## src/rtl/csr_if.sv

```systemverilog
// Bus between the pipeline (ID read port, WB write port, commit events) and the
// machine-mode CSR file.
interface csr_if;
  logic [11:0] csr_addr;
  logic [31:0] csr_rdata;
  logic        wr_csr_n;
  logic [11:0] wr_addr;
  logic [31:0] wr_data;
  logic        trap;
  logic [31:0] trap_cause;
  logic [31:0] trap_pc;
  logic        mret;
  logic        retire;
  logic [31:0] mtvec_out;
  logic [31:0] mepc_out;
  logic        is_e_cause_eq_ecall;
  logic        illegal_csr;

  modport master (
    output csr_addr, wr_csr_n, wr_addr, wr_data, trap, trap_cause, trap_pc, mret, retire,
    input  csr_rdata, mtvec_out, mepc_out, is_e_cause_eq_ecall, illegal_csr
  );
  modport slave (
    input  csr_addr, wr_csr_n, wr_addr, wr_data, trap, trap_cause, trap_pc, mret, retire,
    output csr_rdata, mtvec_out, mepc_out, is_e_cause_eq_ecall, illegal_csr
  );
endinterface

```

## src/rtl/csr_unit.sv

```systemverilog
// Machine-mode CSR file: combinational read port, single write port, trap/mret
// commit updates and free-running 64-bit cycle/instret counters.
module csr_unit #(
  parameter logic [31:0] MTVEC_RESET = 32'h0000_0000,
  parameter logic [31:0] HART_ID     = 32'h0000_0000
) (
  input  logic clk,
  input  logic rst,
  csr_if.slave bus
);
  logic        mie_q, mie_d, mpie_q, mpie_d;
  logic [31:0] mtvec_q, mtvec_d, mscratch_q, mscratch_d;
  logic [31:0] mepc_q, mepc_d, mcause_q, mcause_d;
  logic [63:0] mcycle_q, mcycle_d, minstret_q, minstret_d;
  logic [31:0] mstatus_rd, rdata;
  logic        unimpl, we, ro_wr;

  assign mstatus_rd = {19'b0, 2'b11, 3'b0, mpie_q, 3'b0, mie_q, 3'b0};
  assign we         = !bus.wr_csr_n;

  always_comb begin
    rdata  = '0;
    unimpl = 1'b0;
    case (bus.csr_addr)
      12'h300: rdata = mstatus_rd;
      12'h305: rdata = mtvec_q;
      12'h340: rdata = mscratch_q;
      12'h341: rdata = mepc_q;
      12'h342: rdata = mcause_q;
      12'hB00, 12'hC00: rdata = mcycle_q[31:0];
      12'hB80, 12'hC80: rdata = mcycle_q[63:32];
      12'hB02, 12'hC02: rdata = minstret_q[31:0];
      12'hB82, 12'hC82: rdata = minstret_q[63:32];
      12'hF14: rdata = HART_ID;
      default: unimpl = 1'b1;
    endcase
  end

  always_comb begin
    ro_wr = 1'b0;
    case (bus.wr_addr)
      12'hC00, 12'hC02, 12'hC80, 12'hC82, 12'hF14: ro_wr = we;
      default: ro_wr = 1'b0;
    endcase
  end

  assign bus.csr_rdata           = rdata;
  assign bus.illegal_csr         = unimpl | ro_wr;
  assign bus.mtvec_out           = mtvec_q;
  assign bus.mepc_out            = mepc_q;
  assign bus.is_e_cause_eq_ecall = (mcause_q == 32'd11);

  // Priority trap > mret > CSR write, resolved per register.
  always_comb begin
    mie_d      = mie_q;
    mpie_d     = mpie_q;
    mtvec_d    = mtvec_q;
    mscratch_d = mscratch_q;
    mepc_d     = mepc_q;
    mcause_d   = mcause_q;
    mcycle_d   = mcycle_q + 64'd1;
    minstret_d = minstret_q + {63'b0, bus.retire};
    if (we) begin
      case (bus.wr_addr)
        12'h300: begin mie_d = bus.wr_data[3]; mpie_d = bus.wr_data[7]; end
        12'h305: mtvec_d    = {bus.wr_data[31:2], 2'b00};
        12'h340: mscratch_d = bus.wr_data;
        12'h341: mepc_d     = {bus.wr_data[31:2], 2'b00};
        12'h342: mcause_d   = bus.wr_data;
        // A half write freezes the whole counter for that cycle: no increment, no carry.
        12'hB00: mcycle_d   = {mcycle_q[63:32], bus.wr_data};
        12'hB80: mcycle_d   = {bus.wr_data, mcycle_q[31:0]};
        12'hB02: minstret_d = {minstret_q[63:32], bus.wr_data};
        12'hB82: minstret_d = {bus.wr_data, minstret_q[31:0]};
        default: ;
      endcase
    end
    if (bus.trap) begin
      mepc_d   = {bus.trap_pc[31:2], 2'b00};
      mcause_d = bus.trap_cause;
      mpie_d   = mie_q;
      mie_d    = 1'b0;
    end else if (bus.mret) begin
      mie_d  = mpie_q;
      mpie_d = 1'b1;
    end
  end

  always_ff @(posedge clk or posedge rst) begin
    if (rst) begin
      mie_q      <= 1'b0;
      mpie_q     <= 1'b0;
      mtvec_q    <= MTVEC_RESET;
      mscratch_q <= '0;
      mepc_q     <= '0;
      mcause_q   <= '0;
      mcycle_q   <= '0;
      minstret_q <= '0;
    end else begin
      mie_q      <= mie_d;
      mpie_q     <= mpie_d;
      mtvec_q    <= mtvec_d;
      mscratch_q <= mscratch_d;
      mepc_q     <= mepc_d;
      mcause_q   <= mcause_d;
      mcycle_q   <= mcycle_d;
      minstret_q <= minstret_d;
    end
  end
endmodule
```

## src/flat_wrapper.sv

```systemverilog
// flat-port wrapper written by rule: the top's interface ports become plain ports
module csr_unit_flat 
#(
  parameter logic [31:0] MTVEC_RESET = 32'h0000_0000,
  parameter logic [31:0] HART_ID     = 32'h0000_0000
)
  (clk, rst, bus_csr_addr, bus_wr_csr_n, bus_wr_addr, bus_wr_data, bus_trap, bus_trap_cause, bus_trap_pc, bus_mret, bus_retire, bus_csr_rdata, bus_mtvec_out, bus_mepc_out, bus_is_e_cause_eq_ecall, bus_illegal_csr);
  csr_if bus_i ();
  input  logic clk;
  input  logic rst;
  input wire logic [$bits(bus_i.csr_addr)-1:0] bus_csr_addr;
  input wire logic [$bits(bus_i.wr_csr_n)-1:0] bus_wr_csr_n;
  input wire logic [$bits(bus_i.wr_addr)-1:0] bus_wr_addr;
  input wire logic [$bits(bus_i.wr_data)-1:0] bus_wr_data;
  input wire logic [$bits(bus_i.trap)-1:0] bus_trap;
  input wire logic [$bits(bus_i.trap_cause)-1:0] bus_trap_cause;
  input wire logic [$bits(bus_i.trap_pc)-1:0] bus_trap_pc;
  input wire logic [$bits(bus_i.mret)-1:0] bus_mret;
  input wire logic [$bits(bus_i.retire)-1:0] bus_retire;
  output wire logic [$bits(bus_i.csr_rdata)-1:0] bus_csr_rdata;
  output wire logic [$bits(bus_i.mtvec_out)-1:0] bus_mtvec_out;
  output wire logic [$bits(bus_i.mepc_out)-1:0] bus_mepc_out;
  output wire logic [$bits(bus_i.is_e_cause_eq_ecall)-1:0] bus_is_e_cause_eq_ecall;
  output wire logic [$bits(bus_i.illegal_csr)-1:0] bus_illegal_csr;
  assign bus_i.csr_addr = bus_csr_addr;
  assign bus_i.wr_csr_n = bus_wr_csr_n;
  assign bus_i.wr_addr = bus_wr_addr;
  assign bus_i.wr_data = bus_wr_data;
  assign bus_i.trap = bus_trap;
  assign bus_i.trap_cause = bus_trap_cause;
  assign bus_i.trap_pc = bus_trap_pc;
  assign bus_i.mret = bus_mret;
  assign bus_i.retire = bus_retire;
  assign bus_csr_rdata = bus_i.csr_rdata;
  assign bus_mtvec_out = bus_i.mtvec_out;
  assign bus_mepc_out = bus_i.mepc_out;
  assign bus_is_e_cause_eq_ecall = bus_i.is_e_cause_eq_ecall;
  assign bus_illegal_csr = bus_i.illegal_csr;
  csr_unit #(.MTVEC_RESET(MTVEC_RESET), .HART_ID(HART_ID)) u_core (.clk(clk), .rst(rst), .bus(bus_i));
endmodule
```

## config.mk

```make
export PLATFORM = sky130hd
export DESIGN_NAME = csr_unit_flat
export DESIGN_NICKNAME = d
export VERILOG_FILES = /design/src/rtl/csr_if.sv /design/src/rtl/csr_unit.sv /design/src/flat_wrapper.sv
export SDC_FILE = /design/constraint.sdc
export NUM_CORES = 1
export LEC_CHECK = 0
export BUFFER_PORTS_ARGS = -buffer_cell sky130_fd_sc_hd__buf_4
export CORE_MARGIN = 3
export CORE_UTILIZATION = 30
export DETAILED_ROUTE_END_ITERATION = 6
export GPL_ROUTABILITY_DRIVEN = 0
export HOLD_SLACK_MARGIN = 0.12
export PLACE_DENSITY = 0.58
export SYNTH_ARGS = -nofsm -noshare
export SYNTH_HDL_FRONTEND = slang
export SYNTH_SLANG_ARGS = --single-unit
```

## constraint.sdc

```tcl
create_clock -name clk -period 9.5 [get_ports clk]
set_clock_uncertainty 0.05 [all_clocks]
set_input_delay 0.95 -clock clk [delete_from_list [all_inputs] [get_ports clk]]
set_output_delay 0.95 -clock clk [all_outputs]
set_load 0.01 [all_outputs]
```

==> flow_results.xml <==
<?xml version="1.0" encoding="UTF-8"?>
<metrics>
  <group name="yosys">
    <metric name="synth-edff-count" unit="">0</metric>
    <metric name="synth.cell_area" unit="sq mm">0.0157</metric>
    <metric name="seq_area_frac_synth" unit="%">40.5</metric>
    <metric name="avgSynthCellArea" unit="sq um">8.81</metric>
    <metric name="synth-warning-count" unit="">0</metric>
    <metric name="post_synth_inst_count" unit="">1779</metric>
    <metric name="post_synth_num_cell_types" unit="">81</metric>
    <metric name="synth_seq_cells" unit="">254</metric>
    <metric name="synth_flop_cell" unit="">dfrtp_1</metric>
    <metric name="synth_async_reset_ratio" unit="%">100</metric>
  </group>
  <group name="clock_tree">
    <metric name="cts_made_buffers" unit="">30</metric>
    <metric name="cts_resized" unit="">0</metric>
    <metric name="post_cts_buffers" unit="">0</metric>
    <metric name="hold_buffers" unit="">0</metric>
    <metric name="clock_pin_slew_of_the_registers_on_the_worst_case_setup_and_hold_paths" unit="ns">0.06</metric>
    <metric name="ctsLongestPathBuffers" unit="">3</metric>
    <metric name="cts_num_sinks" unit="">254</metric>
    <metric name="ctsHtreeMaxLevel" unit="">1</metric>
    <metric name="cts_root_buf" unit="">clkbuf_16</metric>
    <metric name="tritoncts" unit="">built</metric>
    <metric name="worst_skew_pair.late_latency" unit="ns">0.58</metric>
  </group>
  <group name="routing">
    <metric name="routed_wire_length_per_instance" unit="um">26.9</metric>
    <metric name="drt_pre_antenna_iters" unit="">6</metric>
    <metric name="antenna_left" unit="">0</metric>
    <metric name="via_per_inst" unit="">6.21</metric>
    <metric name="drt_iter0_drc" unit="">2288</metric>
    <metric name="drc_errors" unit="">0</metric>
    <metric name="routed-via-count" unit="">16300</metric>
    <metric name="wl" unit="um">70500</metric>
  </group>
  <group name="sta">
    <metric name="rsz0062_at_grt" unit="">no</metric>
    <metric name="final_max_tran_viols" unit="">0</metric>
    <metric name="worst_pin_slew" unit="ns">1.20</metric>
    <metric name="whs" unit="ns">0.403</metric>
    <metric name="layout_min_cycle_time" unit="ns">4.99</metric>
    <metric name="report.final.setup_viol" unit="">0</metric>
    <metric name="timing.final.hold_violations" unit="">0</metric>
    <metric name="timing.fmax" unit="MHz">201</metric>
    <metric name="post-route-worst-setup-slack" unit="ns">4.51</metric>
    <metric name="fin_setup_tns" unit="ns">0</metric>
    <metric name="slew_headroom" unit="%">19.6</metric>
    <metric name="post-route-period-util" unit="%">52.5</metric>
  </group>
  <group name="global_route">
    <metric name="first_global_vias" unit="">15300</metric>
    <metric name="globalRouteOverflowTotal" unit="">0</metric>
    <metric name="grt_pass1_wl" unit="um">103000</metric>
    <metric name="grt_start_max_net_pins" unit="">164</metric>
    <metric name="global_route.usage.total" unit="%">24.3</metric>
    <metric name="grt_antenna_before_repair" unit="">4</metric>
  </group>
  <group name="die">
    <metric name="row_count" unit="">83</metric>
    <metric name="fp.dieH" unit="um">235</metric>
    <metric name="start_util" unit="%">30.4</metric>
    <metric name="die_ar" unit="sq mm">0.0550</metric>
    <metric name="die_w" unit="um">235</metric>
    <metric name="core_region_area" unit="sq mm">0.0515</metric>
    <metric name="ioPinCount" unit="">224</metric>
  </group>
  <group name="flow_run">
    <metric name="maxCapViolCount" unit="">0</metric>
  </group>
  <group name="power">
    <metric name="p_sw_share" unit="%">27.4</metric>
    <metric name="sequentialPowerShare" unit="%">44.2</metric>
    <metric name="pwr-share-clk" unit="%">45.3</metric>
    <metric name="combPwrFrac" unit="%">10.6</metric>
    <metric name="vdd.ir_drop.worst" unit="mV">0.126</metric>
    <metric name="power-per-cell-area" unit="mW/mm^2">149</metric>
    <metric name="power.leakage" unit="nW">7.72</metric>
    <metric name="net-switching-power" unit="mW">0.770</metric>
    <metric name="cellInternalPower" unit="mW">2.04</metric>
  </group>
  <group name="placed_design">
    <metric name="hpwl_dp" unit="um">49900</metric>
    <metric name="detailedPlace.worstSlack" unit="ns">4.61</metric>
    <metric name="io_buffer_count" unit="">217</metric>
    <metric name="place.detailed.instances" unit="">2565</metric>
  </group>
  <group name="finish">
    <metric name="layout.core_utilization" unit="%">36.7</metric>
    <metric name="most_frequent_standard_cell_in_the_layout_excluding_fill_and_tap_cells" unit="">dfrtp_1</metric>
    <metric name="final_nets" unit="">2046</metric>
    <metric name="area_growth_syn_to_layout" unit="%">20.4</metric>
    <metric name="antenna_cells_inserted" unit="">0</metric>
    <metric name="layout-drive-gt1-share" unit="%">21.2</metric>
    <metric name="post_layout_instance_count_excluding_filler_cells" unit="">2620</metric>
    <metric name="commonest_non_fill_non_tap_cells_in_the_layout" unit="">dfrtp_1 (254), buf_4 (235), nand2_1 (206)</metric>
  </group>
  <group name="outcome">
    <metric name="run_status" unit="">completed</metric>
  </group>
  <group name="critical_path">
    <metric name="crit_path_start_kind" unit="">primary input</metric>
    <metric name="cp_max_fo" unit="">32</metric>
    <metric name="critical_path.cell_chain" unit="">buf_4 -&gt; and2_1 -&gt; and3_2 -&gt; a22oi_1 -&gt; o211ai_1 -&gt; buf_4</metric>
    <metric name="critPathKind" unit="">primary input to output port</metric>
    <metric name="max_stage_delay" unit="ns">0.87</metric>
    <metric name="critPathMostFrequentCell" unit="">buf_4</metric>
    <metric name="crit_slowest_cell" unit="">and3_2</metric>
    <metric name="arrival_time_of_data_at_the_critical_path_endpoint" unit="ns">3.99</metric>
    <metric name="required" unit="ns">8.50</metric>
    <metric name="endpoint_kind" unit="">output port</metric>
  </group>
  <group name="min_path">
    <metric name="worstHoldPathType" unit="">primary input to asynchronous set/reset pin</metric>
  </group>
</metrics>
-- stage by stage --
step,power [mW],area (sq um)
6_report,2.81,18900
2_1_floorplan,1.38,15700
3_5_place_dp,1.55,17800
5_1_grt,2.90,18900
3_3_place_gp,1.54,17800
4_1_cts,2.81,18900
-- cells in the mapped netlist, types with 5 or more instances --
master | instances | share of area [%]
clkbuf_1 | 90 | 2.2
o221a_2 | 6 | 0.43
o211ai_1 | 25 | 1.2
o22ai_1 | 18 | 0.72
nor4_1 | 28 | 1.1
nor3b_1 | 7 | 0.34
a211oi_1 | 19 | 0.91
dfrtp_1 | 254 | 41
o311ai_0 | 6 | 0.34
nor4_2 | 5 | 0.40
o32ai_1 | 14 | 0.78
mux2_2 | 64 | 4.6
a21oi_1 | 98 | 3.1
or2_2 | 5 | 0.20
and4_1 | 6 | 0.34
inv_1 | 24 | 0.57
mux2i_1 | 109 | 7.0
a221oi_1 | 16 | 0.89
nand2_1 | 208 | 5.0
a222oi_1 | 9 | 0.57
nor4b_1 | 6 | 0.34
o21ai_0 | 160 | 5.1
buf_2 | 24 | 0.77
o31ai_1 | 6 | 0.29
or3_1 | 12 | 0.48
a22oi_1 | 47 | 2.3
buf_4 | 11 | 0.53
and2_1 | 8 | 0.32
a311oi_1 | 16 | 0.89
nor3_2 | 5 | 0.32
nor2_1 | 163 | 3.9
a221o_1 | 10 | 0.64
and3_1 | 23 | 0.92
a211o_1 | 7 | 0.39
nor2b_1 | 8 | 0.32
a31oi_1 | 7 | 0.28
nand4_1 | 44 | 1.8
nor3_1 | 48 | 1.5
nand3_1 | 74 | 2.4
-- critical path: cells and delay by family --
family / cells / cell delay [ns]
AO/OA/AOI/OAI: 2 / 0.64
AND/OR/NAND/NOR: 2 / 1.68
buffers and inverters: 2 / 0.67
-- layout make-up --
cell class              count  area, sq um
clock buffers              43          921
inverters                  24         97.6
flip-flops and latches    254         6360
repair buffers            236         1780
multi-input cells        1371         8700
fillers                  5366        32600
clock inverters            12          170
well taps                 680          851
-- power by group through the flow --
stage | Combinational, mW | Clock (mW) | Sequential, mW
floorplan | 0.156 | 0 | 1.23
finish | 0.297 | 1.27 | 1.24
CTS | 0.295 | 1.28 | 1.24
detailed placement | 0.295 | 0 | 1.26
global route | 0.327 | 1.32 | 1.25
global placement | 0.289 | 0 | 1.25
-- worst paths after layout --
path                                 startpoint               endpoint  slack, ns  depth (start not counted)
min in group clk           u_core.mscratch_q[0]   u_core.mscratch_q[0]       0.46                          1
setup / recovery                bus_csr_addr[1]      bus_csr_rdata[15]       4.51                          6
max in group asynchronous                   rst  u_core.minstret_q[27]       7.64                          3
hold / removal                              rst     u_core.mcause_q[7]       0.40                          2
hold reg to reg            u_core.mscratch_q[0]   u_core.mscratch_q[0]       0.46                          1
setup reg to reg           u_core.minstret_q[0]  u_core.minstret_q[56]       5.56                          8
-- kinds of logic (layout without fill, tap and decap cells) --
| group | Yosys count | in the layout | synth area share, % |
|---|---|---|---|
| and+or+nand+nor | 687 | 687 | 22.3 |
| AOI/OAI and AO/OA | 498 | 498 | 20.7 |
| DFF | 254 | 254 | 40.5 |
| muxes | 173 | 173 | 11.6 |
| buffers and inverters | 157 | 315 | 4.36 |
| xor gates and xnor gates | 6 | 6 | 0.335 |
| adders and majority gates | 3 | 3 | 0.239 |
| other | 1 | 4 | 0.0239 |
-- registers in the layout, indices dropped and copies added, names as in the netlist --
name and count:
u_core.bus.mepc_out 30, u_core.mie_q 1, u_core.mcause_q 32, u_core.bus.mtvec_out 30, u_core.mscratch_q 32, u_core.mcycle_q 64, u_core.mpie_q 1, u_core.minstret_q 64
-- metal layers --
metal / wire, um / track usage, % / up-vias
met2: 30200 / 36.1 / 1103
met1: 29200 / 34.3 / 8000
met3: 8120 / 6.02 / 187
met5: 45 / 0 / -
met4: 2950 / 8.68 / 6
li1: - / - / 6963
Note: power is estimated with default switching activity, not from simulation.
